`src/rtl/tcb_pkg.sv`:
```
// Shared TCB helpers, independent of bus widths.
// Index-width helper keeps single-port instances at a 1-bit index.
package tcb_pkg;

    function automatic int unsigned idx_width(input int unsigned n);
        return (n > 1) ? $clog2(n) : 1;
    endfunction

endpackage

```
`src/rtl/tcb_arb_rr.sv`:
```
// Rotating-priority encoder: first asserted request at or after i_ptr, wrapping.
// Purely combinational; the arbiter owns all state.
module tcb_arb_rr
    import tcb_pkg::*;
#(
    parameter  int MN = 2,
    localparam int IW = idx_width(MN)
) (
    input  logic [MN-1:0] i_req,
    input  logic [IW-1:0] i_ptr,
    output logic [IW-1:0] o_gnt,
    output logic          o_any
);

    logic [IW:0] w_idx;
    logic        w_hit;

    always_comb begin
        o_gnt = '0;
        w_hit = 1'b0;
        w_idx = '0;
        for (int k = 0; k < MN; k++) begin
            // ptr < MN and k < MN, so one subtraction is enough to wrap.
            w_idx = {1'b0, i_ptr} + (IW+1)'(k);
            if (w_idx >= (IW+1)'(MN)) begin
                w_idx = w_idx - (IW+1)'(MN);
            end
            if (!w_hit && i_req[w_idx[IW-1:0]]) begin
                w_hit = 1'b1;
                o_gnt = w_idx[IW-1:0];
            end
        end
    end

    assign o_any = |i_req;

endmodule

```
`src/rtl/tcb_arb.sv`:
```
// Round-robin arbiter sharing one TCB subordinate among MN managers; grant is
// combinational, held while stalled, and responses are routed back after DLY cycles.
module tcb_arb
    import tcb_pkg::*;
#(
    parameter int MN  = 2,
    parameter int AW  = 32,
    parameter int DW  = 32,
    parameter int BW  = DW/8,
    parameter int DLY = 1
) (
    input  logic                   clk,
    input  logic                   rst,
    input  logic [MN-1:0]          sub_vld,
    input  logic [MN-1:0]          sub_wen,
    input  logic [MN-1:0][BW-1:0]  sub_ben,
    input  logic [MN-1:0][AW-1:0]  sub_adr,
    input  logic [MN-1:0][DW-1:0]  sub_wdt,
    output logic [MN-1:0]          sub_rdy,
    output logic [MN-1:0][DW-1:0]  sub_rdt,
    output logic [MN-1:0]          sub_err,
    output logic                   man_vld,
    output logic                   man_wen,
    output logic [BW-1:0]          man_ben,
    output logic [AW-1:0]          man_adr,
    output logic [DW-1:0]          man_wdt,
    input  logic                   man_rdy,
    input  logic [DW-1:0]          man_rdt,
    input  logic                   man_err
);

    localparam int IW = idx_width(MN);

    if (MN < 2 || MN > 8) begin : g_chk_mn
        $error("tcb_arb: MN must be in 2..8");
    end
    if (DLY < 0 || DLY > 4) begin : g_chk_dly
        $error("tcb_arb: DLY must be in 0..4");
    end
    if (BW*8 != DW) begin : g_chk_bw
        $error("tcb_arb: BW*8 must equal DW");
    end

    logic [IW-1:0] r_ptr;
    logic          r_lck;
    logic [IW-1:0] r_lck_idx;

    logic [IW-1:0] w_rr_gnt;
    logic          w_rr_any;
    logic [IW-1:0] w_gnt;
    logic          w_vld;
    logic          w_trn;
    logic [IW-1:0] w_ptr_nxt;
    logic          w_rsp_vld;
    logic [IW-1:0] w_rsp_idx;

    tcb_arb_rr #(
        .MN (MN)
    ) u_rr (
        .i_req (sub_vld),
        .i_ptr (r_ptr),
        .o_gnt (w_rr_gnt),
        .o_any (w_rr_any)
    );

    // A stalled request keeps its grant; if its owner drops vld the bus idles one cycle.
    assign w_gnt     = r_lck ? r_lck_idx : w_rr_gnt;
    assign w_vld     = !rst && (r_lck ? sub_vld[r_lck_idx] : w_rr_any);
    assign w_trn     = w_vld && man_rdy;
    assign w_ptr_nxt = (w_gnt == IW'(MN-1)) ? '0 : w_gnt + IW'(1);

    always_comb begin
        man_vld = w_vld;
        man_wen = 1'b0;
        man_ben = '0;
        man_adr = '0;
        man_wdt = '0;
        sub_rdy = '0;
        if (w_vld) begin
            man_wen        = sub_wen[w_gnt];
            man_ben        = sub_ben[w_gnt];
            man_adr        = sub_adr[w_gnt];
            man_wdt        = sub_wdt[w_gnt];
            sub_rdy[w_gnt] = man_rdy;
        end
    end

    always_ff @(posedge clk) begin
        if (rst) begin
            r_ptr     <= '0;
            r_lck     <= 1'b0;
            r_lck_idx <= '0;
        end else if (w_trn) begin
            r_ptr <= w_ptr_nxt;
            r_lck <= 1'b0;
        end else if (w_vld) begin
            r_lck     <= 1'b1;
            r_lck_idx <= w_gnt;
        end else if (r_lck) begin
            r_lck <= 1'b0;
        end
    end

    if (DLY == 0) begin : g_rsp_comb
        assign w_rsp_vld = w_trn;
        assign w_rsp_idx = w_gnt;
    end else begin : g_rsp_pipe
        logic [DLY-1:0]         r_pv;
        logic [DLY-1:0][IW-1:0] r_pidx;

        // Each stage carries its own owner index, so the pointer may move freely.
        always_ff @(posedge clk) begin
            if (rst) begin
                r_pv   <= '0;
                r_pidx <= '0;
            end else begin
                r_pv[0]   <= w_trn;
                r_pidx[0] <= w_gnt;
                for (int k = 1; k < DLY; k++) begin
                    r_pv[k]   <= r_pv[k-1];
                    r_pidx[k] <= r_pidx[k-1];
                end
            end
        end

        assign w_rsp_vld = r_pv[DLY-1];
        assign w_rsp_idx = r_pidx[DLY-1];
    end

    always_comb begin
        sub_rdt = '0;
        sub_err = '0;
        if (!rst && w_rsp_vld) begin
            sub_rdt[w_rsp_idx] = man_rdt;
            sub_err[w_rsp_idx] = man_err;
        end
    end

endmodule

```
`config.mk`:
```
export PLATFORM = sky130hd
export DESIGN_NAME = tcb_arb
export DESIGN_NICKNAME = d
export VERILOG_FILES = /design/src/rtl/tcb_pkg.sv /design/src/rtl/tcb_arb_rr.sv /design/src/rtl/tcb_arb.sv
export SDC_FILE = /design/constraint.sdc
export NUM_CORES = 1
export LEC_CHECK = 0
export CAP_MARGIN = 20
export CORE_AREA = 2 2 121 123
export DETAILED_ROUTE_END_ITERATION = 6
export DIE_AREA = 0 0 123 125
export PLACE_DENSITY_LB_ADDON = 0.15
export SKIP_LAST_GASP = 1
export SLEW_MARGIN = 20
export SYNTH_ARGS = -nofsm -noshare
export SYNTH_HDL_FRONTEND = slang
export SYNTH_HIERARCHICAL = 1
export SYNTH_SLANG_ARGS = --single-unit
```
`constraint.sdc`:
```
create_clock -name clk -period 3 [get_ports clk]
set_input_delay 0.9 -clock clk [delete_from_list [all_inputs] [get_ports clk]]
set_output_delay 0.9 -clock clk [all_outputs]
set_load 0.05 [all_outputs]
```
==> results.cfg, run 1 <==
[clock_network]
root_buffer = clkbuf_16
cts_tree = built
ctsHoldBuffers = 0
clk_latency_ns = 0.23
htreeDepth = 1
clkTransAtPathRegs_ns = 0.03
cts_buffers = 3
cts_num_sinks = 5
clock_path_buffers = 2

[power_and_ir_drop]
powerDensity_nw_per_um2 = 223.0
ir_drop_uv = 153.1
p_leak_uw = 0.003218

[floorplan]
num_rows = 44
core_sq_um = 14200
num_io_pins = 314
die_w_um = 123
die_h_um = 125
start_util_pct = 13.34
design.die.area_sq_um = 15380

[run_status]
violations = setup timing
status = complete, but fails checks

[synth]
syn_area_sq_um = 1894
netlist-cell-type-count = 23
syn_area_per_cell_sq_um = 5.723
postSynthCellCount = 331
syn_nets = 507
yosys_warnings = 6
synth.ff_latch_count = 5
ys_seq_area_share_pct = 5.284

[setup_path]
critPathMaxFanout = 11
critPathKind = in2out
cpMostUsedCell = buf_12
slowest_stage = a211o_4
worst_path_largest_cell_delay_ns = 0.36
reg2reg_from = r_lck
startpoint_type = input pin
required_ns = 2.10
path_cells = buf_8, or2_4, nor2_4, a211o_4, buf_12, buf_16, a21oi_4, buf_12
worstSetupEndpointType = output port
startpoint = sub_vld[0]
crit_arrival_ns = 2.15

[layout]
fillers = 1129
drive_gt1_share_pct = 53.63
seqCellArea_sq_um = 100.1
mostFrequentLayoutCells = clkdlybuf4s50_1 (172), buf_12 (152), nand2_1 (117)
nets = 839
design_area_sq_um = 8285
area_delta_synth_final_pct = 337.4
antennaDiodeCount = 0
layout_commonest_cell = clkdlybuf4s50_1
fin_util_pct = 58.33
multiInputGateArea_sq_um = 2546

[sta]
rsz0062_at_grt = true
tightest_slew_ns = 0.4382
whs_ns = 0.4994
hold_viol = 0
fmax_ghz = 0.3276
slew_viol_final = 0
fin_crit_sh_pct = 101.7
setup_viol = 59
skew_ns = 0.0002597
period_minus_slack_ns = 3.052
fin_ws_ns = -0.05217
finalSetupTns_ns = -1.484
relSlewSlack_pct = 70.75

[global_route]
gr-total-overflow = 0
antenna_found_initial = 0
grt_start_max_net_pins = 33
grt_pass1_wl_mm = 21.02
grt_pass1_vias = 3924
grt_usage_pct = 17.49

[drt]
drt_iter0_drc = 71
wl_per_cell_um = 17.46
wirelength_mm = 14.77
dr.pass1.iters = 4
ant_nets = 0
vias = 3581
via_per_inst = 4.233
drc = 0

[placed_design]
place.port_buffers = 313
preCtsSetupSlack_ns = -0.4661
dpl_cell_area_sq_um = 7293
hpwl_mm = 10.89
gp_congestion = 0.8078

[worst_hold_path]
worstHoldStart = r_ptr
holdCritPathClass = reg2reg

[flow_run]
drv_cap = 0
[Yosys cell counts]
library cell / number / area, sq um
a211o_1: 1 / 8.760
a211oi_1: 1 / 7.510
a21boi_1: 1 / 7.510
a21oi_1: 19 / 95.09
a21oi_2: 50 / 437.9
and2_1: 66 / 412.9
and3b_1: 1 / 8.760
buf_2: 12 / 60.06
buf_4: 1 / 7.510
buf_6: 5 / 56.30
clkbuf_1: 12 / 45.04
dfxtp_1: 5 / 100.1
inv_1: 3 / 11.26
mux2_2: 1 / 11.26
mux2i_1: 2 / 20.02
mux2i_2: 1 / 13.76
nand2_1: 138 / 518.0
nand2b_1: 1 / 6.260
nor2_1: 5 / 18.77
nor3_1: 2 / 10.01
nor3b_1: 2 / 15.01
o32ai_2: 1 / 16.27
or2_1: 1 / 6.260
[worst paths after layout]
kind                  to  slack [ns]  cells past startpoint
max          man_wdt[11]       -0.05                      8
min                r_ptr        0.50                      2
max reg2reg        r_ptr        1.48                      4
min reg2reg        r_ptr        0.50                      2
[sequential cells by signal (all words and copies together), names as in the netlist]
| register | cells |
|---|---|
| r_lck | 1 |
| r_ptr | 1 |
| r_lck_idx | 1 |
| g_rsp_pipe.r_pidx | 1 |
| g_rsp_pipe.r_pv | 1 |
[repair_timing]
| action | 4_1_cts | 5_1_grt |
|---|---|---|
| cloned | 7 | 8 |
| gates resized for setup | 123 | 21 |
| setup endpoints to repair | 138 | 72 |
| pin swaps | 29 | 22 |
| setup buffers | 10 | 3 |
[critical path, delay by kind of cell]
kind,cells,cell delay [ns]
AO/OA/AOI/OAI,2,0.51
buffers and inverters,4,0.55
AND/OR/NAND/NOR,2,0.17
[metal layers]
layer | share of wire (%) | wire [um] | global-route usage (%) | vias to the layer above
met1 | 34 | 5045 | 17.49 | 1669
met5 | 0 | 0 | 0 | -
li1 | - | - | - | 1725
met2 | 54 | 8040 | 34.03 | 175
met4 | 1.6 | 229 | 3.476 | 0
met3 | 9.9 | 1458 | 6.250 | 12
[logic make-up (layout without fill, tap and decap cells)]
family	Yosys count	count (layout)	synth area share, %
compound gates	73	74	30.25
buf+inv	33	363	9.511
mux	4	4	2.378
flops	5	5	5.284
simple gates	216	216	52.58
[where the power goes]
| group | internal, uW | switching, uW | total, uW | leakage (uW) |
|---|---|---|---|---|
| Clock | 176 | 43.2 | 219 | 0.0000382 |
| Combinational | 799 | 752 | 1550 | 0.00314 |
| Sequential | 71.4 | 5.80 | 77.2 | 0.0000412 |
[metrics by stage]
stage | cells | power (uW)
2_1_floorplan | 331 | 735.9
3_3_place_gp | 815 | 1440
3_5_place_dp | 815 | 1454
4_1_cts | 835 | 1792
5_1_grt | 846 | 1928
6_report | 846 | 1848
[layout make-up]
cell class | count | share of cell area [%]
clock buffers | 4 | 0.9514
multi-input cells | 294 | 30.73
repair buffers | 356 | 64.20
flip-flops and latches | 5 | 1.208
inverters | 3 | 0.1359
well taps | 184 | 2.779
(Power assumes the default switching activity.)
==> run 2, diff against run 1 <==
--- a/config.mk
+++ b/config.mk
@@ -5,10 +5,11 @@
 export SDC_FILE = /design/constraint.sdc
 export NUM_CORES = 1
 export LEC_CHECK = 0
+export ABC_AREA = 1
 export CAP_MARGIN = 20
-export CORE_AREA = 2 2 121 123
+export CORE_AREA = 2 2 122 124
 export DETAILED_ROUTE_END_ITERATION = 6
-export DIE_AREA = 0 0 123 125
+export DIE_AREA = 0 0 124 126
 export PLACE_DENSITY_LB_ADDON = 0.15
 export SKIP_LAST_GASP = 1
 export SLEW_MARGIN = 20
==> run 2 against run 1 <==
Effect of this change: the flow still finishes with violations (setup timing); first-iteration DRC count down 4.2%; combinational power down 7%; critical path type unchanged; design area down 9.6%; synthesized area down 9.0%.
==> results.cfg, run 2 <==
[global_route]
grt_start_max_net_pins = 34
gr-total-overflow = 0
grt_usage_pct = 16.55
antenna_found_initial = 0
grt_pass1_vias = 3832
grt_pass1_wl_mm = 20.33

[synth]
ys_seq_area_share_pct = 5.810
syn_area_per_cell_sq_um = 4.582
synth_edf_count = 0
postSynthCellCount = 376
yosysMostFrequentCell = nand2_1
ys.flop_type = dfxtp_1
ys_async_sr_fraction_pct = 0
yosys_warnings = 6
ys_top_cells_by_area = nand2_1 (32%), a21oi_1 (20%), nor2_1 (16%), inv_1 (9.4%), buf_6 (8.5%)
syn_nets = 552
synth.top_cells.by_count = nand2_1 (148), nor2_1 (75), a21oi_1 (70)
syn_area_sq_um = 1723
yosys.area.top_type = nand2_1
synth.ff_latch_count = 5
netlist-cell-type-count = 14
yosysTopAreaCellShare_pct = 32.24

[floorplan]
design.die.area_sq_um = 15620
num_rows = 44
die_w_um = 124
start_util_pct = 12.04
die_h_um = 126
num_io_pins = 314
core_sq_um = 14310

[layout]
layout_commonest_cell = clkdlybuf4s50_1
nets = 884
fillers = 1311
area_delta_synth_final_pct = 334.6
mostFrequentLayoutCells = clkdlybuf4s50_1 (172), nand2_1 (113), buf_12 (79)
fin_util_pct = 52.32
antennaDiodeCount = 0
drive_gt1_share_pct = 42.72

[drt]
ant_nets = 0
drt_iter0_drc = 68
wl_per_cell_um = 16.08
dr.pass1.iters = 4
via_per_inst = 4.165
wirelength_mm = 14.33
drc = 0
vias = 3711

[sta]
hold_viol = 0
fin_crit_sh_pct = 101.1
slew_viol_final = 0
skew_ns = 0.002450
tightest_slew_ns = 0.2583
rsz0062_at_grt = true
period_minus_slack_ns = 3.034
relSlewSlack_pct = 82.71
setup_viol = 57
whs_ns = 0.5147
fmax_ghz = 0.3296
fin_ws_ns = -0.03378
finalSetupTns_ns = -1.024

[setup_path]
reg2reg_to = r_ptr
crit_arrival_ns = 2.13
crit_buf_inv = 6
path_cells = buf_6, inv_2, a21oi_4, inv_2, o21ai_4, buf_12, clkbuf_16, nand2_1, a21oi_4, buf_6
worstSetupEndpointType = output port
critPathMaxFanout = 14
startpoint_type = input pin
slowest_stage = buf_12
r2r_slack_ns = 1.32
required_ns = 2.10
critPathKind = in2out
reg2reg_from = r_ptr
worst_path_largest_cell_delay_ns = 0.18
crit_family = buffers and inverters
ff2ff_path_depth = 10

[clock_network]
ctsHoldBuffers = 0
cts_num_sinks = 5
cts_buffers = 3
root_buffer = clkbuf_16
htreeDepth = 1
cts_tree = built
clock_path_buffers = 2
clk_latency_ns = 0.23
clkTransAtPathRegs_ns = 0.03

[worst_hold_path]
min_to = r_ptr
worstHoldStart = r_ptr
holdCritPathClass = reg2reg
min_path_cells = 4

[power_and_ir_drop]
power_uw = 1737
p_leak_uw = 0.003135
ir_drop_uv = 136.9
powerDensity_nw_per_um2 = 231.9

[placed_design]
hpwl_mm = 10.21
gp_congestion = 0.8248
preCtsSetupSlack_ns = -0.5350
place.port_buffers = 313

[run_status]
status = complete, but fails checks
violations = setup timing

[flow_run]
drv_cap = 0
==> run 2: cell count changes after synthesis, sizes merged, moves of 2 or more <==
| cell | change |
|---|---|
| nand3 | +2 |
| and2 | -66 |
| inv | +41 |
| nor2 | +70 |
| buf | +3 |
| mux2i | -3 |
| nor3b | -2 |
| nor3 | -2 |
| clkbuf | -5 |
| o21ai | +2 |
| nand2 | +10 |
==> run 2: cells by family after synthesis <==
| kind of cell | share of synthesized area [%] |
|---|---|
| AND/OR/NAND/NOR | 49.53 |
| buffers and inverters | 23.09 |
| AO/OA/AOI/OAI | 21.57 |
| flip-flops | 5.810 |
==> run 2: where the power goes <==
group | leakage [uW] | internal, uW | total [uW] | switching, uW
sequential | 0.0000412 | 71.3 | 74.7 | 3.40
clock | 0.0000382 | 176 | 221 | 44.9
combinational | 0.00306 | 675 | 1440 | 766
==> run 2: area by class of cell <==
type	count	area (sq um)	share of cell area, %
Sequential cell	5	100.1	1.337
Timing Repair Buffer	355	4711	62.91
Clock buffer	4	78.83	1.053
Inverter	44	172.7	2.306
Multi-Input combinational cell	299	2196	29.32
Tap cell	184	230.2	3.074
==> run 2: what timing repair did <==
item,4_1_cts,5_1_grt
setup endpoints to repair,138,75
buffers inserted,10,1
gates cloned,11,5
resized for setup,111,71
pin swaps,17,16
==> run 2: worst register-to-register path: cells and delay by family (launching register included) <==
kind	cells	cell delay, ns
compound gates	3	0.44
buf+inv	5	0.66
flops	1	0.32
simple gates	2	0.15
==> run 2: routing by layer <==
layer,vias to the layer above,share of wire (%),GRT usage (%)
met1,1699,32,16.20
li1,1801,-,-
met2,194,55,33.23
met3,17,11,4.982
met4,0,1.5,3.503
met5,-,0,0
==> run 2: worst max-delay path by stage <==
stage | slack [ns] | cells after the start | endpoint | start
floorplan | -0.01 | 7 | man_wdt[2] | sub_vld[1]
global placement | -0.50 | 9 | man_ben[3] | sub_vld[1]
detailed placement | -0.53 | 9 | man_adr[13] | sub_vld[1]
CTS | -0.13 | 9 | man_ben[0] | sub_vld[0]
global route | -0.11 | 10 | man_wdt[8] | sub_vld[1]
finish | -0.03 | 10 | man_wdt[8] | sub_vld[1]
==> run 2: per-stage QoR <==
| stage | area, sq um | instances |
|---|---|---|
| floorplan | 2489 | 376 |
| finish | 7488 | 891 |
| global placement | 6381 | 864 |
| detailed placement | 6381 | 864 |
| global route | 7488 | 891 |
| CTS | 7207 | 889 |
==> run 3, diff against run 2 <==
--- a/config.mk
+++ b/config.mk
@@ -7,12 +7,11 @@
 export LEC_CHECK = 0
 export ABC_AREA = 1
 export CAP_MARGIN = 20
-export CORE_AREA = 2 2 122 124
+export CORE_AREA = 8 8 115 117
 export DETAILED_ROUTE_END_ITERATION = 6
-export DIE_AREA = 0 0 124 126
+export DIE_AREA = 0 0 123 125
 export PLACE_DENSITY_LB_ADDON = 0.15
 export SKIP_LAST_GASP = 1
-export SLEW_MARGIN = 20
 export SYNTH_ARGS = -nofsm -noshare
 export SYNTH_HDL_FRONTEND = slang
 export SYNTH_HIERARCHICAL = 1
==> run 3 against run 2 <==
Effect of this change: largest power group unchanged; the run still ends with setup timing left; register-to-register slack better by 0.17 ns; highest routed layer unchanged; sequential share of layout area decreased by 0.20 points; non-clock buffer count increased by 17.
==> results.cfg, run 3 (same netlist as run 2, synthesis figures left out) <==
[layout]
antennaDiodeCount = 0
layout_commonest_cell = clkdlybuf4s50_1
multiInputGateArea_sq_um = 2643
nets = 902
area_delta_synth_final_pct = 410.4
seqCellArea_sq_um = 100.1
fillers = 814
mostFrequentLayoutCells = clkdlybuf4s50_1 (172), buf_12 (151), a21oi_4 (69)
drive_gt1_share_pct = 59.17

[drt]
dr.pass1.iters = 4
via_per_inst = 4.497
wirelength_mm = 17.87
drc = 0
ant_nets = 0
drt_iter0_drc = 105
vias = 3921
wl_per_cell_um = 20.49

[clock_network]
clock_path_buffers = 2
root_buffer = clkbuf_16
cts_buffers = 3
cts_tree = built
clk_latency_ns = 0.22
clkTransAtPathRegs_ns = 0.03
cts_num_sinks = 5
htreeDepth = 1

[sta]
fin_crit_sh_pct = 102.7
skew_ns = 0.0007331
tightest_slew_ns = 0.2301
rsz0062_at_grt = true
fmax_ghz = 0.3246
fin_ws_ns = -0.08052
relSlewSlack_pct = 84.64
period_minus_slack_ns = 3.081
hold_viol = 0
setup_viol = 69
slew_viol_final = 0
whs_ns = 0.5227

[floorplan]
core_sq_um = 11610
start_util_pct = 14.84
design.die.area_sq_um = 15380
num_io_pins = 314
die_w_um = 123
num_rows = 40
die_h_um = 125

[global_route]
grt_start_max_net_pins = 18
grt_pass1_wl_mm = 24.96
grt_usage_pct = 20.81
antenna_found_initial = 0
grt_pass1_vias = 4284
gr-total-overflow = 0

[setup_path]
path_cells = buf_8, a21oi_4, inv_2, o21ai_4, buf_6, buf_12, clkinv_16, clkbuf_16, nand2_4, a21oi_4, buf_12
startpoint_type = input pin
worstSetupEndpointType = output port
required_ns = 2.10
crit_arrival_ns = 2.18
worst_path_largest_cell_delay_ns = 0.18
critPathKind = in2out
critPathMaxFanout = 6
slowest_stage = clkbuf_16

[power_and_ir_drop]
powerDensity_nw_per_um2 = 232.6
p_leak_uw = 0.003494
ir_drop_uv = 149.5

[placed_design]
place.port_buffers = 313
gp_congestion = 0.7930
preCtsSetupSlack_ns = -0.6340
hpwl_mm = 12.88

[worst_hold_path]
holdCritPathClass = reg2reg

[flow_run]
drv_cap = 0

[run_status]
status = complete, but fails checks
violations = setup timing
-- run 3: cell count changes in the layout (fill, tap and decap cells not counted), sizes merged --
cell	delta
clkbuf	+6
buf	+12
clkinv	+1
dlygate4sd2	-1
-- run 3: where the power goes --
group,switching (uW),internal [uW],total (uW),leakage [uW]
sequential,3.66,71.3,75.0,0.0000412
clock,42.6,176,219,0.0000382
combinational,872,880,1750,0.00341
-- run 3: cell type report --
class | instances | share of cell area [%]
repair buffers | 372 | 63.49
well taps | 147 | 2.092
multi-input cells | 299 | 30.05
inverters | 44 | 2.205
clock buffers | 4 | 0.8964
repair inverters | 1 | 0.1281
flip-flops and latches | 5 | 1.138
-- run 3: path summary, 6_finish.rpt --
kind / start / to / slack (ns) / cells after the start
max: sub_vld[0] / man_wdt[4] / -0.08 / 11
min: r_ptr / r_ptr / 0.52 / 4
max reg2reg: r_ptr / r_ptr / 1.49 / 10
min reg2reg: r_ptr / r_ptr / 0.52 / 4
-- run 3: metrics by stage --
step	instance area [sq um]	std cells	total power, uW	setup TNS (ns)	utilization [%]
after floorplan	2489	376	773.6	-0.01135	-
after global placement	7316	836	1501	-48.15	63.01
after detailed placement	7316	836	1521	-52.87	63.01
after CTS	8188	861	1938	-8.853	70.52
after global routing	8793	872	2125	-6.780	75.73
final	8793	872	2045	-3.333	75.73
-- run 3: layer usage --
layer	share of wire [%]	track usage, %	vias up
met5	0	0	-
met4	2.2	5.599	0
met3	10	7.066	19
met2	57	41.38	192
met1	30	19.16	1868
li1	-	-	1842
-- run 3: worst max-delay path, delay by kind of cell --
family          cells  cell delay, ns
compound gates      3            0.32
simple gates        1            0.08
buf+inv             7            0.87
-- run 3: timing repair --
item | CTS | global route
buffers inserted | 10 | 3
setup endpoints to repair | 138 | 131
pin swaps | 26 | 28
hold buffers | 0 | 0
cloned | 12 | 11
gates resized for setup | 137 | 113
hold endpoints to repair | 0 | 0
